===== src/rtl/mbus_arb2_pkg.sv =====
// mbus_arb2_pkg
//   Shared types for the two-master bus arbiter: the bus request record,
//   the arbiter FSM state encoding and the master index type.
//   No ports (package).
package mbus_arb2_pkg;

  // Widest address the request record can carry; narrower buses use the
  // low ADDR_W bits and leave the rest zero.
  localparam int ADDR_W_MAX = 64;

  typedef logic mst_idx_t;

  typedef enum logic {
    ST_IDLE = 1'b0,
    ST_HOLD = 1'b1
  } arb_state_t;

  typedef struct packed {
    logic                  we;
    logic [ADDR_W_MAX-1:0] addr;
    logic [3:0]            be;
    logic [31:0]           wdata;
  } bus_req_t;

  function automatic mst_idx_t other_mst(input mst_idx_t idx);
    return ~idx;
  endfunction

endpackage


===== src/rtl/mbus_arb2_if.sv =====
// mbus_arb2_if
//   Bundles every master-side, slave-side and status signal of the arbiter.
//   Signal suffixes are written from the arbiter's point of view.
//   modport slave  : used by the arbiter itself (it serves both masters)
//   modport master : used by whatever drives the masters and models the slave
//   Parameters: ADDR_W (address width), RD_DEPTH (outstanding read depth)
interface mbus_arb2_if #(
  parameter int ADDR_W   = 32,
  parameter int RD_DEPTH = 4
);
  localparam int CNT_W = $clog2(RD_DEPTH) + 1;

  logic              m0_req_i;
  logic              m0_we_i;
  logic [ADDR_W-1:0] m0_addr_bi;
  logic [3:0]        m0_be_bi;
  logic [31:0]       m0_wdata_bi;
  logic              m0_ack_o;
  logic              m0_resp_o;
  logic [31:0]       m0_rdata_bo;

  logic              m1_req_i;
  logic              m1_we_i;
  logic [ADDR_W-1:0] m1_addr_bi;
  logic [3:0]        m1_be_bi;
  logic [31:0]       m1_wdata_bi;
  logic              m1_ack_o;
  logic              m1_resp_o;
  logic [31:0]       m1_rdata_bo;

  logic              s_req_o;
  logic              s_we_o;
  logic [ADDR_W-1:0] s_addr_bo;
  logic [3:0]        s_be_bo;
  logic [31:0]       s_wdata_bo;
  logic              s_ack_i;
  logic              s_resp_i;
  logic [31:0]       s_rdata_bi;

  logic [CNT_W-1:0]  rd_cnt_o;
  logic              rsp_err_o;

  modport slave (
    input  m0_req_i, m0_we_i, m0_addr_bi, m0_be_bi, m0_wdata_bi,
    output m0_ack_o, m0_resp_o, m0_rdata_bo,
    input  m1_req_i, m1_we_i, m1_addr_bi, m1_be_bi, m1_wdata_bi,
    output m1_ack_o, m1_resp_o, m1_rdata_bo,
    output s_req_o, s_we_o, s_addr_bo, s_be_bo, s_wdata_bo,
    input  s_ack_i, s_resp_i, s_rdata_bi,
    output rd_cnt_o, rsp_err_o
  );

  modport master (
    output m0_req_i, m0_we_i, m0_addr_bi, m0_be_bi, m0_wdata_bi,
    input  m0_ack_o, m0_resp_o, m0_rdata_bo,
    output m1_req_i, m1_we_i, m1_addr_bi, m1_be_bi, m1_wdata_bi,
    input  m1_ack_o, m1_resp_o, m1_rdata_bo,
    input  s_req_o, s_we_o, s_addr_bo, s_be_bo, s_wdata_bo,
    output s_ack_i, s_resp_i, s_rdata_bi,
    input  rd_cnt_o, rsp_err_o
  );

endinterface


===== src/rtl/mbus_arb2_tag_fifo.sv =====
// mbus_tag_fifo
//   In-order tag FIFO remembering which master owns each outstanding read.
//   Ports: clk_i, arst_i (async, active-high), push_i/din_i, pop_i/dout_o,
//          full_o, empty_o, count_o (registered occupancy).
//   DEPTH must be a power of two >= 2 so the pointers wrap naturally.
module mbus_tag_fifo #(
  parameter int DEPTH = 4,
  parameter int WIDTH = 1
) (
  input  logic                   clk_i,
  input  logic                   arst_i,
  input  logic                   push_i,
  input  logic [WIDTH-1:0]       din_i,
  input  logic                   pop_i,
  output logic [WIDTH-1:0]       dout_o,
  output logic                   full_o,
  output logic                   empty_o,
  output logic [$clog2(DEPTH):0] count_o
);
  localparam int PTR_W = $clog2(DEPTH);
  localparam int CNT_W = PTR_W + 1;

  logic [WIDTH-1:0] mem_q [DEPTH];
  logic [PTR_W-1:0] wptr_q, rptr_q;
  logic [CNT_W-1:0] cnt_q;
  logic             do_push, do_pop;

  assign full_o  = (cnt_q == CNT_W'(DEPTH));
  assign empty_o = (cnt_q == '0);
  assign do_push = push_i & ~full_o;
  assign do_pop  = pop_i & ~empty_o;
  assign dout_o  = mem_q[rptr_q];
  assign count_o = cnt_q;

  always_ff @(posedge clk_i or posedge arst_i) begin
    if (arst_i) begin
      wptr_q <= '0;
      rptr_q <= '0;
      cnt_q  <= '0;
    end else begin
      if (do_push) wptr_q <= wptr_q + PTR_W'(1);
      if (do_pop)  rptr_q <= rptr_q + PTR_W'(1);
      case ({do_push, do_pop})
        2'b10:   cnt_q <= cnt_q + CNT_W'(1);
        2'b01:   cnt_q <= cnt_q - CNT_W'(1);
        default: cnt_q <= cnt_q;
      endcase
    end
  end

  // Tag storage needs no reset: entries are only read while valid.
  always_ff @(posedge clk_i) begin
    if (do_push) mem_q[wptr_q] <= din_i;
  end

endmodule


===== src/rtl/mbus_arb2.sv =====
// mbus_arb2
//   Two-master round-robin arbiter onto a single slave bus, with in-order
//   read-response routing through a tag FIFO.
//   Ports: clk_i, arst_i (async, active-high), bus (mbus_arb2_if.slave:
//          master 0/1 request/ack/response, slave request/ack/response,
//          rd_cnt_o outstanding reads, rsp_err_o sticky orphan response).
//
//   state   | meaning
//   --------+-----------------------------------------------------------
//   ST_IDLE | pick a master this cycle (round robin on ties)
//   ST_HOLD | slave stalled; keep driving the previously picked master
module mbus_arb2
  import mbus_arb2_pkg::*;
#(
  parameter int RD_DEPTH = 4,
  parameter int ADDR_W   = 32
) (
  input logic        clk_i,
  input logic        arst_i,
  mbus_arb2_if.slave bus
);
  localparam int CNT_W = $clog2(RD_DEPTH) + 1;

  arb_state_t       state_q, state_d;
  mst_idx_t         held_q, rr_last_q, gnt_idx;
  logic             gnt_vld, accept;
  logic             elig0, elig1;
  logic             rsp_err_q;
  bus_req_t         req_m0, req_m1, req_sel;
  logic             fifo_push, fifo_pop, fifo_full, fifo_empty;
  mst_idx_t         fifo_head;
  logic [CNT_W-1:0] rd_cnt;

  always_comb begin
    req_m0                   = '0;
    req_m0.we                = bus.m0_we_i;
    req_m0.addr[ADDR_W-1:0]  = bus.m0_addr_bi;
    req_m0.be                = bus.m0_be_bi;
    req_m0.wdata             = bus.m0_wdata_bi;
    req_m1                   = '0;
    req_m1.we                = bus.m1_we_i;
    req_m1.addr[ADDR_W-1:0]  = bus.m1_addr_bi;
    req_m1.be                = bus.m1_be_bi;
    req_m1.wdata             = bus.m1_wdata_bi;
  end

  // Full check uses the registered count, so a pop in the same cycle does
  // not let a new read through until the next cycle.
  assign elig0 = bus.m0_req_i & (bus.m0_we_i | ~fifo_full);
  assign elig1 = bus.m1_req_i & (bus.m1_we_i | ~fifo_full);

  always_comb begin
    state_d = state_q;
    gnt_vld = 1'b0;
    gnt_idx = held_q;
    case (state_q)
      ST_IDLE: begin
        if (elig0 && elig1) begin
          gnt_vld = 1'b1;
          gnt_idx = other_mst(rr_last_q);
        end else if (elig0) begin
          gnt_vld = 1'b1;
          gnt_idx = 1'b0;
        end else if (elig1) begin
          gnt_vld = 1'b1;
          gnt_idx = 1'b1;
        end
        if (gnt_vld && !bus.s_ack_i) state_d = ST_HOLD;
      end
      ST_HOLD: begin
        // A held master dropping req is a protocol violation: abandon it.
        gnt_vld = held_q ? bus.m1_req_i : bus.m0_req_i;
        if (!gnt_vld || bus.s_ack_i) state_d = ST_IDLE;
      end
      default: state_d = ST_IDLE;
    endcase
    // Keep the slave side quiet while reset is asserted.
    if (arst_i) gnt_vld = 1'b0;
  end

  always_ff @(posedge clk_i or posedge arst_i) begin
    if (arst_i) begin
      state_q   <= ST_IDLE;
      held_q    <= 1'b0;
      rr_last_q <= 1'b1;
      rsp_err_q <= 1'b0;
    end else begin
      state_q <= state_d;
      if (state_q == ST_IDLE) held_q <= gnt_idx;
      if (accept) rr_last_q <= gnt_idx;
      if (bus.s_resp_i && fifo_empty) rsp_err_q <= 1'b1;
    end
  end

  assign req_sel = gnt_idx ? req_m1 : req_m0;
  assign accept  = gnt_vld & bus.s_ack_i;

  if (ADDR_W < ADDR_W_MAX) begin : g_addr_pad
    logic unused_addr_hi;
    assign unused_addr_hi = ^req_sel.addr[ADDR_W_MAX-1:ADDR_W];
  end

  assign bus.s_req_o    = gnt_vld;
  assign bus.s_we_o     = gnt_vld & req_sel.we;
  assign bus.s_addr_bo  = gnt_vld ? req_sel.addr[ADDR_W-1:0] : '0;
  assign bus.s_be_bo    = gnt_vld ? req_sel.be : '0;
  assign bus.s_wdata_bo = gnt_vld ? req_sel.wdata : '0;

  assign bus.m0_ack_o = accept & (gnt_idx == 1'b0);
  assign bus.m1_ack_o = accept & (gnt_idx == 1'b1);

  assign fifo_push = accept & ~req_sel.we;
  assign fifo_pop  = bus.s_resp_i & ~fifo_empty;

  mbus_tag_fifo #(
    .DEPTH (RD_DEPTH),
    .WIDTH (1)
  ) u_tag_fifo (
    .clk_i   (clk_i),
    .arst_i  (arst_i),
    .push_i  (fifo_push),
    .din_i   (gnt_idx),
    .pop_i   (fifo_pop),
    .dout_o  (fifo_head),
    .full_o  (fifo_full),
    .empty_o (fifo_empty),
    .count_o (rd_cnt)
  );

  assign bus.m0_resp_o   = fifo_pop & (fifo_head == 1'b0);
  assign bus.m1_resp_o   = fifo_pop & (fifo_head == 1'b1);
  assign bus.m0_rdata_bo = bus.m0_resp_o ? bus.s_rdata_bi : '0;
  assign bus.m1_rdata_bo = bus.m1_resp_o ? bus.s_rdata_bi : '0;

  assign bus.rd_cnt_o  = rd_cnt;
  assign bus.rsp_err_o = rsp_err_q;

endmodule


===== src/flat_wrapper.sv =====
// flat-port wrapper written by rule: the top's interface ports become plain ports
module mbus_arb2_flat import mbus_arb2_pkg::*;
#(
  parameter int RD_DEPTH = 4,
  parameter int ADDR_W   = 32
)
  (clk_i, arst_i, bus_m0_req_i, bus_m0_we_i, bus_m0_addr_bi, bus_m0_be_bi, bus_m0_wdata_bi, bus_m0_ack_o, bus_m0_resp_o, bus_m0_rdata_bo, bus_m1_req_i, bus_m1_we_i, bus_m1_addr_bi, bus_m1_be_bi, bus_m1_wdata_bi, bus_m1_ack_o, bus_m1_resp_o, bus_m1_rdata_bo, bus_s_req_o, bus_s_we_o, bus_s_addr_bo, bus_s_be_bo, bus_s_wdata_bo, bus_s_ack_i, bus_s_resp_i, bus_s_rdata_bi, bus_rd_cnt_o, bus_rsp_err_o);
  mbus_arb2_if #(.ADDR_W(ADDR_W), .RD_DEPTH(RD_DEPTH)) bus_i ();
  input logic clk_i;
  input logic arst_i;
  input wire logic [$bits(bus_i.m0_req_i)-1:0] bus_m0_req_i;
  input wire logic [$bits(bus_i.m0_we_i)-1:0] bus_m0_we_i;
  input wire logic [$bits(bus_i.m0_addr_bi)-1:0] bus_m0_addr_bi;
  input wire logic [$bits(bus_i.m0_be_bi)-1:0] bus_m0_be_bi;
  input wire logic [$bits(bus_i.m0_wdata_bi)-1:0] bus_m0_wdata_bi;
  output wire logic [$bits(bus_i.m0_ack_o)-1:0] bus_m0_ack_o;
  output wire logic [$bits(bus_i.m0_resp_o)-1:0] bus_m0_resp_o;
  output wire logic [$bits(bus_i.m0_rdata_bo)-1:0] bus_m0_rdata_bo;
  input wire logic [$bits(bus_i.m1_req_i)-1:0] bus_m1_req_i;
  input wire logic [$bits(bus_i.m1_we_i)-1:0] bus_m1_we_i;
  input wire logic [$bits(bus_i.m1_addr_bi)-1:0] bus_m1_addr_bi;
  input wire logic [$bits(bus_i.m1_be_bi)-1:0] bus_m1_be_bi;
  input wire logic [$bits(bus_i.m1_wdata_bi)-1:0] bus_m1_wdata_bi;
  output wire logic [$bits(bus_i.m1_ack_o)-1:0] bus_m1_ack_o;
  output wire logic [$bits(bus_i.m1_resp_o)-1:0] bus_m1_resp_o;
  output wire logic [$bits(bus_i.m1_rdata_bo)-1:0] bus_m1_rdata_bo;
  output wire logic [$bits(bus_i.s_req_o)-1:0] bus_s_req_o;
  output wire logic [$bits(bus_i.s_we_o)-1:0] bus_s_we_o;
  output wire logic [$bits(bus_i.s_addr_bo)-1:0] bus_s_addr_bo;
  output wire logic [$bits(bus_i.s_be_bo)-1:0] bus_s_be_bo;
  output wire logic [$bits(bus_i.s_wdata_bo)-1:0] bus_s_wdata_bo;
  input wire logic [$bits(bus_i.s_ack_i)-1:0] bus_s_ack_i;
  input wire logic [$bits(bus_i.s_resp_i)-1:0] bus_s_resp_i;
  input wire logic [$bits(bus_i.s_rdata_bi)-1:0] bus_s_rdata_bi;
  output wire logic [$bits(bus_i.rd_cnt_o)-1:0] bus_rd_cnt_o;
  output wire logic [$bits(bus_i.rsp_err_o)-1:0] bus_rsp_err_o;
  assign bus_i.m0_req_i = bus_m0_req_i;
  assign bus_i.m0_we_i = bus_m0_we_i;
  assign bus_i.m0_addr_bi = bus_m0_addr_bi;
  assign bus_i.m0_be_bi = bus_m0_be_bi;
  assign bus_i.m0_wdata_bi = bus_m0_wdata_bi;
  assign bus_m0_ack_o = bus_i.m0_ack_o;
  assign bus_m0_resp_o = bus_i.m0_resp_o;
  assign bus_m0_rdata_bo = bus_i.m0_rdata_bo;
  assign bus_i.m1_req_i = bus_m1_req_i;
  assign bus_i.m1_we_i = bus_m1_we_i;
  assign bus_i.m1_addr_bi = bus_m1_addr_bi;
  assign bus_i.m1_be_bi = bus_m1_be_bi;
  assign bus_i.m1_wdata_bi = bus_m1_wdata_bi;
  assign bus_m1_ack_o = bus_i.m1_ack_o;
  assign bus_m1_resp_o = bus_i.m1_resp_o;
  assign bus_m1_rdata_bo = bus_i.m1_rdata_bo;
  assign bus_s_req_o = bus_i.s_req_o;
  assign bus_s_we_o = bus_i.s_we_o;
  assign bus_s_addr_bo = bus_i.s_addr_bo;
  assign bus_s_be_bo = bus_i.s_be_bo;
  assign bus_s_wdata_bo = bus_i.s_wdata_bo;
  assign bus_i.s_ack_i = bus_s_ack_i;
  assign bus_i.s_resp_i = bus_s_resp_i;
  assign bus_i.s_rdata_bi = bus_s_rdata_bi;
  assign bus_rd_cnt_o = bus_i.rd_cnt_o;
  assign bus_rsp_err_o = bus_i.rsp_err_o;
  mbus_arb2 #(.RD_DEPTH(RD_DEPTH), .ADDR_W(ADDR_W)) u_core (.clk_i(clk_i), .arst_i(arst_i), .bus(bus_i));
endmodule

===== config.mk =====
export PLATFORM = sky130hd
export DESIGN_NAME = mbus_arb2_flat
export DESIGN_NICKNAME = d
export VERILOG_FILES = /design/src/rtl/mbus_arb2_pkg.sv /design/src/rtl/mbus_arb2_if.sv /design/src/rtl/mbus_arb2_tag_fifo.sv /design/src/rtl/mbus_arb2.sv /design/src/flat_wrapper.sv
export SDC_FILE = /design/constraint.sdc
export NUM_CORES = 1
export LEC_CHECK = 0
export ABC_AREA = 1
export BUFFER_PORTS_ARGS = -buffer_cell sky130_fd_sc_hd__buf_2
export CORE_AREA = 3 3 121 123
export DETAILED_ROUTE_END_ITERATION = 6
export DIE_AREA = 0 0 124 126
export GPL_ROUTABILITY_DRIVEN = 1
export HOLD_SLACK_MARGIN = 0.05
export SLEW_MARGIN = 20
export SYNTH_ARGS = -nofsm -noshare
export SYNTH_HDL_FRONTEND = slang
export SYNTH_HIERARCHICAL = 1
export SYNTH_SLANG_ARGS = --single-unit

===== constraint.sdc =====
create_clock -name clk_i -period 3.1 [get_ports clk_i]
set_input_delay 0.31 -clock clk_i [delete_from_list [all_inputs] [get_ports clk_i]]
set_output_delay 0.31 -clock clk_i [all_outputs]
set_load 0.03 [all_outputs]

==> impl_results.md, run 1 <==
- Layout fillers: roughly 1,600
- Finished Layout Cells: 934
- CTS Buffer Depth: 2
- RSZ-0062 raised after global routing: no
- Hold WC Path Type: input port to flip-flop
- Post-synthesis cell type count: 31
- Final Util: 32.7%
- H-tree levels: 1
- Area Growth Syn to Fin: 60.9%
- Final instance area: 4500 um2
- Synth Instances: 459
- Fmax: 351 MHz
- First drt pass iteration count: 4
- Final setup violation count: 0
- Grt ovf: 0
- Synth Cell Area: about 2800 um2
- Status: finished clean
- Die area: 15,600 um2
- DR vias/cell: 4.27
- Reg clk slew, reported paths: around 0.050 ns
- First-iteration detailed-routing DRC count: 146
- Tightest Pin Transition: approximately 0.9 ns
- Critical path's most frequent cell: nand3_4
- Slew margin rel.: 40.2%
- Max VDD drop: around 0.23 mV
- Std cell rows: 43
- Wire per inst: 14.0 um
- Slowest stage cell on the critical path: buf_4
- Overall die height: 126 um
- CP Capture Type: primary output
- Syn nets: roughly 640
- CP max stage delay: 0.52 ns
- Placed inst area: between 4000 and 5000 um2
- Crit path buffers/inverters: 4
- Fin crit share: 91.9%
- Antenna viol nets, final: 0
- Slew Limit Fails: 0
- Final WL: 13,100 um
- Startpoint types: flip-flop
- DRC viols: 0
- GP Congestion: 0.798
- Core footprint: 13,800 um2
- Final hold violation count: 0
- CP Cell Sequence: inv_2 > nand3_4 > inv_1 > nand2_2 > nand3_4 > nand2_4 > nand2_8 > buf_4 > nand2_1 > a21oi_1 > buf_2
- Antenna Cells: 0
- Vias in the first global route: 3,604
- Final net count: 937
- Dpl hpwl: 10,900 um
- Root buffer cell: clkbuf_16
- Starting Density: 20.3%
- Layout cells sized above 1: 53.8%
- Synth warn: 6
- IO Pins: ~320
- CTS tree: built
- Clock latency on the worst-skew pair: 0.24 ns
- Crit-path max FO: 69
- Maximum number of pins on one net before global-route repair: 70
- CP top delay family: buffers and inverters
- P per Cell Area: 768 nW/um2
- Sequential area share after synthesis: 14.2%
- Syn avg cell area: around 6.1 um2
- First-pass GRT wire length: 18,500 um
- Clock Sinks: 15
- Static Leak: 2.80 nW
- CTS Buf Count: 3
- Tot Pwr: 3.46 mW
- DIE WIDTH: 124 um
- Minimum clock period: 2.85 ns
- #FFs+latches synth: 15
- Initial antenna violation count: 2
- Total number of vias: approximately 4,000
- CP Class: flip-flop to primary output
- Inst Count DP: about 930
- Number of max-cap violations: 0
- Setup TNS: 0 ns
- Postcts setup bufs: 0
- Final Skew: 0.00279 ns
- Tot GR Track Use: 15.0%
- Critical Path RT: 2.79 ns
- Worst path arrival time: 2.54 ns
- Port bufs: between 300 and 400
kinds of logic after synthesis:
logic type	after synthesis	synth area share, %
flip-flops	15	14.2
buffers and inverters	102	18.3
AND/OR/NAND/NOR	261	46.7
XOR/XNOR	1	0.313
AO/OA/AOI/OAI	74	17.6
adder cells (fa/ha/maj)	6	2.95
cell usage after synthesis:
master    number  area (um2)
nand4_1        2        12.5
nand2_1       93         349
inv_1         63         236
clkbuf_1       6        22.5
o211ai_1       2        15.0
buf_4          7        52.6
xnor2_1        1        8.76
buf_8          4        60.1
buf_6          1        11.3
a21oi_1       39         195
o21ai_0        1        5.00
inv_2          5        18.8
a21oi_2       30         263
buf_12         2        40.0
a21o_1         1        7.51
edfxtp_1       4         120
nand3_2       23         230
nor2_1        67         251
dfrtp_1       10         250
nor3_1         1        5.00
dfstp_2        1        26.3
fa_1           1        20.0
a31oi_1        1        6.26
nor2_2         6        37.5
buf_2         14        70.1
nand2_2        7        43.8
nand2_8        2        40.0
nand2_4        2        22.5
nand3_1       56         280
nand3_4        2        35.0
ha_1           5        62.6
metrics by stage:
step | hold WS (ns) | setup slack [ns]
floorplan | 0.108 | 0.281
global placement | 0.267 | 0.318
detailed placement | 0.272 | 0.311
CTS | 0.274 | 0.0276
global route | 0.282 | 0.0520
finish | 0.272 | 0.251
metal layers:
layer  vias up  part of all wire (%)  global-route usage, %
met3        20                   8.7                   2.07
li1       2039                     -                      -
met2       218                    51                   28.9
met5         -                 0.099                      0
met1      1710                    37                   16.7
met4         2                   2.7                   4.38
registers in the layout (all words and copies together), names as in the netlist:
register	count
u_core/u_tag_fifo/count_o	3
u_core/bus.rsp_err_o	1
u_core/held_q	1
u_core/state_q	1
u_core/rr_last_q	1
u_core/u_tag_fifo/mem_q	4
u_core/u_tag_fifo/wptr_q	2
u_core/u_tag_fifo/rptr_q	2
path summary, 6_finish.rpt:
path / endpoint / slack (ns) / cells after the start / from
max in group asynchronous: u_core/rr_last_q / 2.25 / 4 / arst_i
max: bus_s_wdata_bo[9] / 0.25 / 11 / u_core/u_tag_fifo/count_o[0]
min reg2reg: u_core/bus.rsp_err_o / 0.46 / 1 / u_core/bus.rsp_err_o
min: u_core/state_q / 0.27 / 2 / bus_s_ack_i
min in group asynchronous: u_core/u_tag_fifo/wptr_q[1] / 0.56 / 3 / arst_i
max reg2reg: u_core/u_tag_fifo/count_o[1] / 0.34 / 16 / u_core/u_tag_fifo/count_o[0]
cell usage in the layout, fill, tap and decap left out, types with 2 or more instances in the layout:
cell type	instances
nor2_2	6
a21oi_1	39
o211ai_1	2
edfxtp_1	4
nand2_1	93
nand3_4	2
nor2_1	67
ha_1	5
nand2_2	7
buf_6	2
nand4_1	2
dfrtp_1	10
a21oi_2	30
buf_2	317
nand2_8	2
buf_4	5
clkbuf_16	3
nand3_1	56
nand2_4	2
inv_1	63
inv_2	5
nand3_2	23
layout make-up:
cell class,instances,area (um2),area share [%]
clock buffer,3,75.1,1.67
tap,180,225,5.00
clock inverter,1,5.00,0.111
sequential,15,397,8.81
timing repair buffer,325,1660,36.8
multi-input combinational,342,1890,42.0
inverter,68,255,5.67
timing repair:
item	4_1_cts	5_1_grt
resized for setup	0	2
hold buffers	1	0
endpoints found under the setup margin	0	3
endpoints found under the hold margin	7	0
power breakdown:
part           total, mW  switching (mW)  leakage, nW  internal (mW)
Sequential         0.341          0.0598        0.165          0.281
Clock              0.252          0.0795       0.0409          0.172
Combinational       2.87            2.07         2.59          0.793
Total               3.46            2.21         2.80           1.25
(Power assumes the default switching activity.)
==> run 2, diff against run 1 <==
RECOVER_POWER = 50   (was unset)
==> impl_results.md, run 2 (same netlist as run 1, synthesis figures left out) <==
- Final Skew: 0.00245 ns (-0.000340 ns)
- Layout cells sized above 1: 45.4% (-8.5 points)
- Hold Slack: 0.272 ns (+0.000831 ns)
- Commonest cells after routing, fill and taps aside: buf_2, nand2_1, nor2_1
- Inst Count DP: 929 (unchanged)
- DIE WIDTH: 124 um (unchanged)
- Overall die height: 126 um (unchanged)
- Final hold violation count: 0 (unchanged)
- Grt ovf: 0 (unchanged)
- IO Pins: 318 (unchanged)
- R2R Setup Slk: 0.31 ns (-0.03 ns)
- Final setup violation count: 0 (unchanged)
- Max VDD drop: 0.232 mV (about the same)
- Dpl hpwl: 10,900 um (unchanged)
- Slew Limit Fails: 0 (unchanged)
- First-pass GRT wire length: 18,500 um (unchanged)
- Fmax: 349 MHz (-0.45%)
- Setup TNS: 0 ns (unchanged)
- Final net count: 937 (unchanged)
- Psw: 2.21 mW (about the same)
- Clock Sinks: 15 (unchanged)
- Worst R2R End: u_core/u_tag_fifo/count_o[1]
- First drt pass iteration count: 5 (+1)
- Commonest non-fill, non-tap cell in the layout: buf_2
- Crit-path max FO: 42 (-39%)
- CP Capture Type: primary output
- Tot Pwr: 3.40 mW (-1.6%)
- Layout fillers: 1,624 (+3.0%)
- Area Growth Syn to Fin: 57.4%
- Worst slack at placement: 0.311 ns (unchanged)
- Std cell rows: 43 (unchanged)
- Clk pwr share: 7.4% (about the same)
- Postcts setup bufs: 0 (unchanged)
- Maximum number of pins on one net before global-route repair: 70 (unchanged)
- Total number of vias: 3,996 (+0.18%)
- Static Leak: 2.57 nW (-8.0%)
- Largest register FFs: 4 (unchanged)
- Number of max-cap violations: 0 (unchanged)
- Die area: 15,600 um2 (unchanged)
- Starting Density: 20.3% (unchanged)
- CTS Buf Count: 3 (unchanged)
- Reg power frac: 10.0% (about the same)
- Slew margin rel.: 38.5% (-1.6 points)
- Biggest register: u_core/u_tag_fifo/mem_q
- First-iteration detailed-routing DRC count: 132 (-9.6%)
- Status: finished clean
- Reg2Reg Depth: 16 (unchanged)
- Hold WC Path Type: input port to flip-flop
- Wire per inst: 14.2 um (+1.2%)
- Initial antenna violation count: 2 (unchanged)
- CTS tree: built
- Final WL: 13,300 um (+1.2%)
- Combinational Power Share: 82.6% (-0.3 points)
- Antenna Cells: 0 (unchanged)
- P per Cell Area: 772 nW/um2 (+0.55%)
- GP Congestion: 0.798 (unchanged)
- CP Class: flip-flop to primary output
- H-tree levels: 1 (unchanged)
- RSZ-0062 raised after global routing: no
- CTS Buffer Depth: 2 (unchanged)
- Net Sw Frac: 65.0% (+1.1 points)
- Crit path capture: bus_s_addr_bo[8]
- Minimum clock period: 2.86 ns (+0.0129 ns)
- Core footprint: 13,800 um2 (unchanged)
- Finished Layout Cells: 934 (unchanged)
- Antenna viol nets, final: 0 (unchanged)
- Critical Path RT: 2.79 ns (about the same)
- Reg2reg start: u_core/u_tag_fifo/count_o[0]
- Int Power: 1.19 mW (-4.5%)
- DRC viols: 0 (unchanged)
- Clock latency on the worst-skew pair: 0.24 ns (about the same)
- Final worst-path setup slack: 0.238 ns (-0.0129 ns)
- Startpoint types: flip-flop
- Vias in the first global route: 3,604 (unchanged)
- Root buffer cell: clkbuf_16
- Tightest Pin Transition: 0.922 ns (+0.0254 ns)
- Worst path arrival time: 2.55 ns (about the same)
- Port bufs: 317 (unchanged)
- Reg clk slew, reported paths: 0.05 ns (about the same)
- Tot GR Track Use: 15.0% (unchanged)
- CP startpoint: u_core/u_tag_fifo/count_o[0]
- DR vias/cell: 4.28 (+0.18%)
- Fin crit share: 92.3% (+0.42 points)
-- run 2: changes by cell type in the layout (fill, tap and decap cells not counted), sizes merged --
cell and delta:
clkbuf +58, buf -58
-- run 2: cell type report --
type / count / area (um2) / share of cell area, %
tap: 180 / 225 / 5.11
clock buffer: 3 / 75.1 / 1.70
timing repair buffer: 325 / 1580 / 35.8
inverter: 68 / 255 / 5.79
multi-input combinational: 342 / 1870 / 42.4
clock inverter: 1 / 5.00 / 0.114
sequential: 15 / 397 / 9.00
-- run 2: per-stage QoR --
stage	instance area, um2	utilization (%)
6_report	4410	32.0
5_1_grt	4410	32.0
4_1_cts	4500	32.6
3_5_place_dp	4410	32.0
3_3_place_gp	4410	32.0
2_1_floorplan	2800	-
-- run 2: critical path: stages, from the launching register on --
cell and delay (ns):
dfrtp_1 0.42, inv_2 0.12, nand3_4 0.11, inv_1 0.15, nand2_2 0.10, nand3_4 0.09
nand3_2 0.12, nand2_2 0.08, buf_2 0.72, a21oi_1 0.15, buf_2 0.24
-- run 2: timing repair --
action                                 CTS  global route
hold buffers                             1             0
endpoints found under the hold margin    7             0
setup endpoints to repair                0             3
gates resized for setup                  0             2
-- run 2: worst min-delay path by stage --
| stage | startpoint | cells past startpoint | slack [ns] | endpoint |
|---|---|---|---|---|
| 4_1_cts | bus_s_ack_i | 2 | 0.27 | u_core/state_q |
| 6_report | bus_s_ack_i | 2 | 0.27 | u_core/state_q |
| 3_5_place_dp | arst_i | 2 | 0.27 | u_core/u_tag_fifo/count_o[1] |
| 5_1_grt | bus_s_ack_i | 2 | 0.28 | u_core/state_q |
| 3_3_place_gp | arst_i | 2 | 0.27 | u_core/u_tag_fifo/wptr_q[1] |
| 2_1_floorplan | arst_i | 1 | 0.11 | u_core/bus.rsp_err_o |
-- run 2: power by group through the flow --
stage / Combinational, mW / Sequential [mW] / Clock, mW
2_1_floorplan: 2.21 / 0.374 / 0
3_3_place_gp: 2.88 / 0.339 / 0
3_5_place_dp: 2.88 / 0.343 / 0
4_1_cts: 2.89 / 0.341 / 0.255
5_1_grt: 3.08 / 0.349 / 0.262
6_report: 2.81 / 0.341 / 0.252
-- run 2: per-layer routing --
| layer | GRT usage (%) | routed length, um | up-vias |
|---|---|---|---|
| met5 | 0 | 13 | - |
| met2 | 28.9 | 6670 | 218 |
| met1 | 16.7 | 5030 | 1718 |
| met4 | 4.38 | 354 | 2 |
| met3 | 2.07 | 1190 | 20 |
| li1 | - | - | 2038 |
==> run 3, diff against run 2 <==
CORE_AREA = 2 2 124 126   (was 3 3 121 123)
DIE_AREA = 0 0 126 128   (was 0 0 124 126)
==> impl_results.md, run 3 (same netlist as run 1, synthesis figures left out) <==
- Slew Limit Fails: 0 (unchanged)
- Dpl hpwl: 9890 um (-9.5%)
- First drt pass iteration count: 4 (-1)
- Fmax: 357 MHz (+2.3%)
- Slew margin rel.: 58.4% (+20 points)
- CP Capture Type: primary output
- Core footprint: 14,900 um2 (+7.9%)
- DRC viols: 0 (unchanged)
- CP max stage delay: 0.44 ns (-0.28 ns)
- CP Cell Sequence: inv_2 > nand3_4 > inv_1 > nand2_2 > nand3_4 > nand2_4 > nand2_8 > buf_4 > nand2_1 > a21oi_1 > buf_2
- Starting Density: 18.8% (-1.5 points)
- Port bufs: 317 (unchanged)
- Clock Sinks: 15 (unchanged)
- IO Pins: 318 (unchanged)
- Initial antenna violation count: 5 (+3)
- Clock latency on the worst-skew pair: 0.25 ns (about the same)
- Commonest cells after routing, fill and taps aside: buf_2, nand2_1, nor2_1
- Tightest Pin Transition: 0.625 ns (-0.297 ns)
- Total number of vias: 4,041 (+1.1%)
- Die area: 16,100 um2 (+3.2%)
- First-pass GRT wire length: 17,400 um (-5.9%)
- CTS Buffer Depth: 2 (unchanged)
- DR vias/cell: 4.27 (-0.16%)
- Final worst-path setup slack: 0.301 ns (+0.0634 ns)
- RSZ-0062 raised after global routing: no
- Final setup violation count: 0 (unchanged)
- Layout cells sized above 1: 46.0% (+0.67 points)
- Overall die height: 128 um (+1.6%)
- Static Leak: 2.58 nW (+0.40%)
- Root buffer cell: clkbuf_16
- Hold Slack: 0.254 ns (-0.0188 ns)
- Startpoint types: flip-flop
- P per Cell Area: 767 nW/um2 (-0.75%)
- Maximum number of pins on one net before global-route repair: 69 (-1.4%)
- Worst path arrival time: 2.49 ns (-0.06 ns)
- Number of max-cap violations: 0 (unchanged)
- GP Congestion: 0.770 (-3.5%)
- Crit-path max FO: 46 (+9.5%)
- Antenna viol nets, final: 0 (unchanged)
- Critical path's most frequent cell: nand3_4
- Commonest non-fill, non-tap cell in the layout: buf_2
- Biggest register: u_core/u_tag_fifo/mem_q
- Slowest stage cell on the critical path: buf_4
- Wire per inst: 13.0 um (-8.6%)
- Final net count: 939 (+0.21%)
- Final hold violation count: 0 (unchanged)
- Fin crit share: 90.3% (-2.0 points)
- Grt ovf: 0 (unchanged)
- Hold WC Path Type: input port to flip-flop
- DIE WIDTH: 126 um (+1.6%)
- Postcts setup bufs: 0 (unchanged)
- H-tree levels: 1 (unchanged)
- Vias in the first global route: 3,566 (-1.1%)
- Worst slack at placement: 0.211 ns (-0.0997 ns)
- Reg clk slew, reported paths: 0.05 ns (about the same)
- Crit path buffers/inverters: 4 (unchanged)
- Largest register FFs: 4 (unchanged)
- Minimum clock period: 2.80 ns (-0.0634 ns)
- CTS Buf Count: 3 (unchanged)
- Max VDD drop: 0.340 mV (+47%)
- Final Skew: 0.00487 ns (+0.00242 ns)
- Critical Path RT: 2.79 ns (about the same)
- Status: finished clean
- CP Class: flip-flop to primary output
- Area Growth Syn to Fin: 59.5%
- First-iteration detailed-routing DRC count: 147 (+11%)
- Tot GR Track Use: 13.4% (-1.6 points)
- Std cell rows: 45 (+4.7%)
- Setup TNS: 0 ns (unchanged)
- Final WL: 12,300 um (-7.4%)
- CP top delay family: buffers and inverters
- CTS tree: built
## run 3: cell types whose count changed in the layout (fill, tap and decap cells not counted), sizes merged
cell / change
diode: +2
clkinv: -1
clkbuf: +1
clkinvlp: +1
buf: +1
## run 3: power by group
group	switching, mW	internal (mW)	leakage (nW)
clock	0.0843	0.174	0.0371
sequential	0.0587	0.282	0.165
combinational	2.07	0.754	2.38
## run 3: final cells by class
cell class / instances / area [um2]
multi-input cells: 342 / 1890
clock buffers: 3 / 75.1
inverters: 68 / 255
clock inverters: 1 / 7.51
repair buffers: 327 / 1610
diodes: 2 / 5.00
fillers: 1746 / 10400
flip-flops and latches: 15 / 397
well taps: 188 / 235
## run 3: path summary, 6_finish.rpt
path                       depth (start not counted)  slack, ns                            to                          from
min                                                2       0.25                u_core/state_q                   bus_s_ack_i
min reg2reg                                        1       0.47          u_core/bus.rsp_err_o          u_core/bus.rsp_err_o
max reg2reg                                       16       0.36  u_core/u_tag_fifo/count_o[1]  u_core/u_tag_fifo/count_o[1]
max                                               11       0.30             bus_s_wdata_bo[7]  u_core/u_tag_fifo/count_o[1]
min in group asynchronous                          3       0.54  u_core/u_tag_fifo/count_o[0]                        arst_i
max in group asynchronous                          4       2.03              u_core/rr_last_q                        arst_i
## run 3: metrics by stage
step	std cells	area [um2]	util, %	total power, mW
global placement	939	4450	29.9	3.23
detailed placement	939	4450	29.9	3.24
global route	944	4460	30.0	3.71
floorplan	459	2800	-	2.59
CTS	944	4540	30.6	3.51
finish	946	4470	30.0	3.42
## run 3: what timing repair did
item | in CTS | in global routing
endpoints found under the setup margin | 0 | 3
hold buffers | 1 | 0
hold endpoints to repair | 7 | 0
gates resized for setup | 0 | 3
## run 3: layer usage
layer  GRT usage, %  share of wire (%)  up-vias
met4           2.20               0.82        2
li1               -                  -     2046
met2           27.1                 53      220
met1           14.7                 37     1762
met5              0               0.11        -
met3           2.09                9.2       11
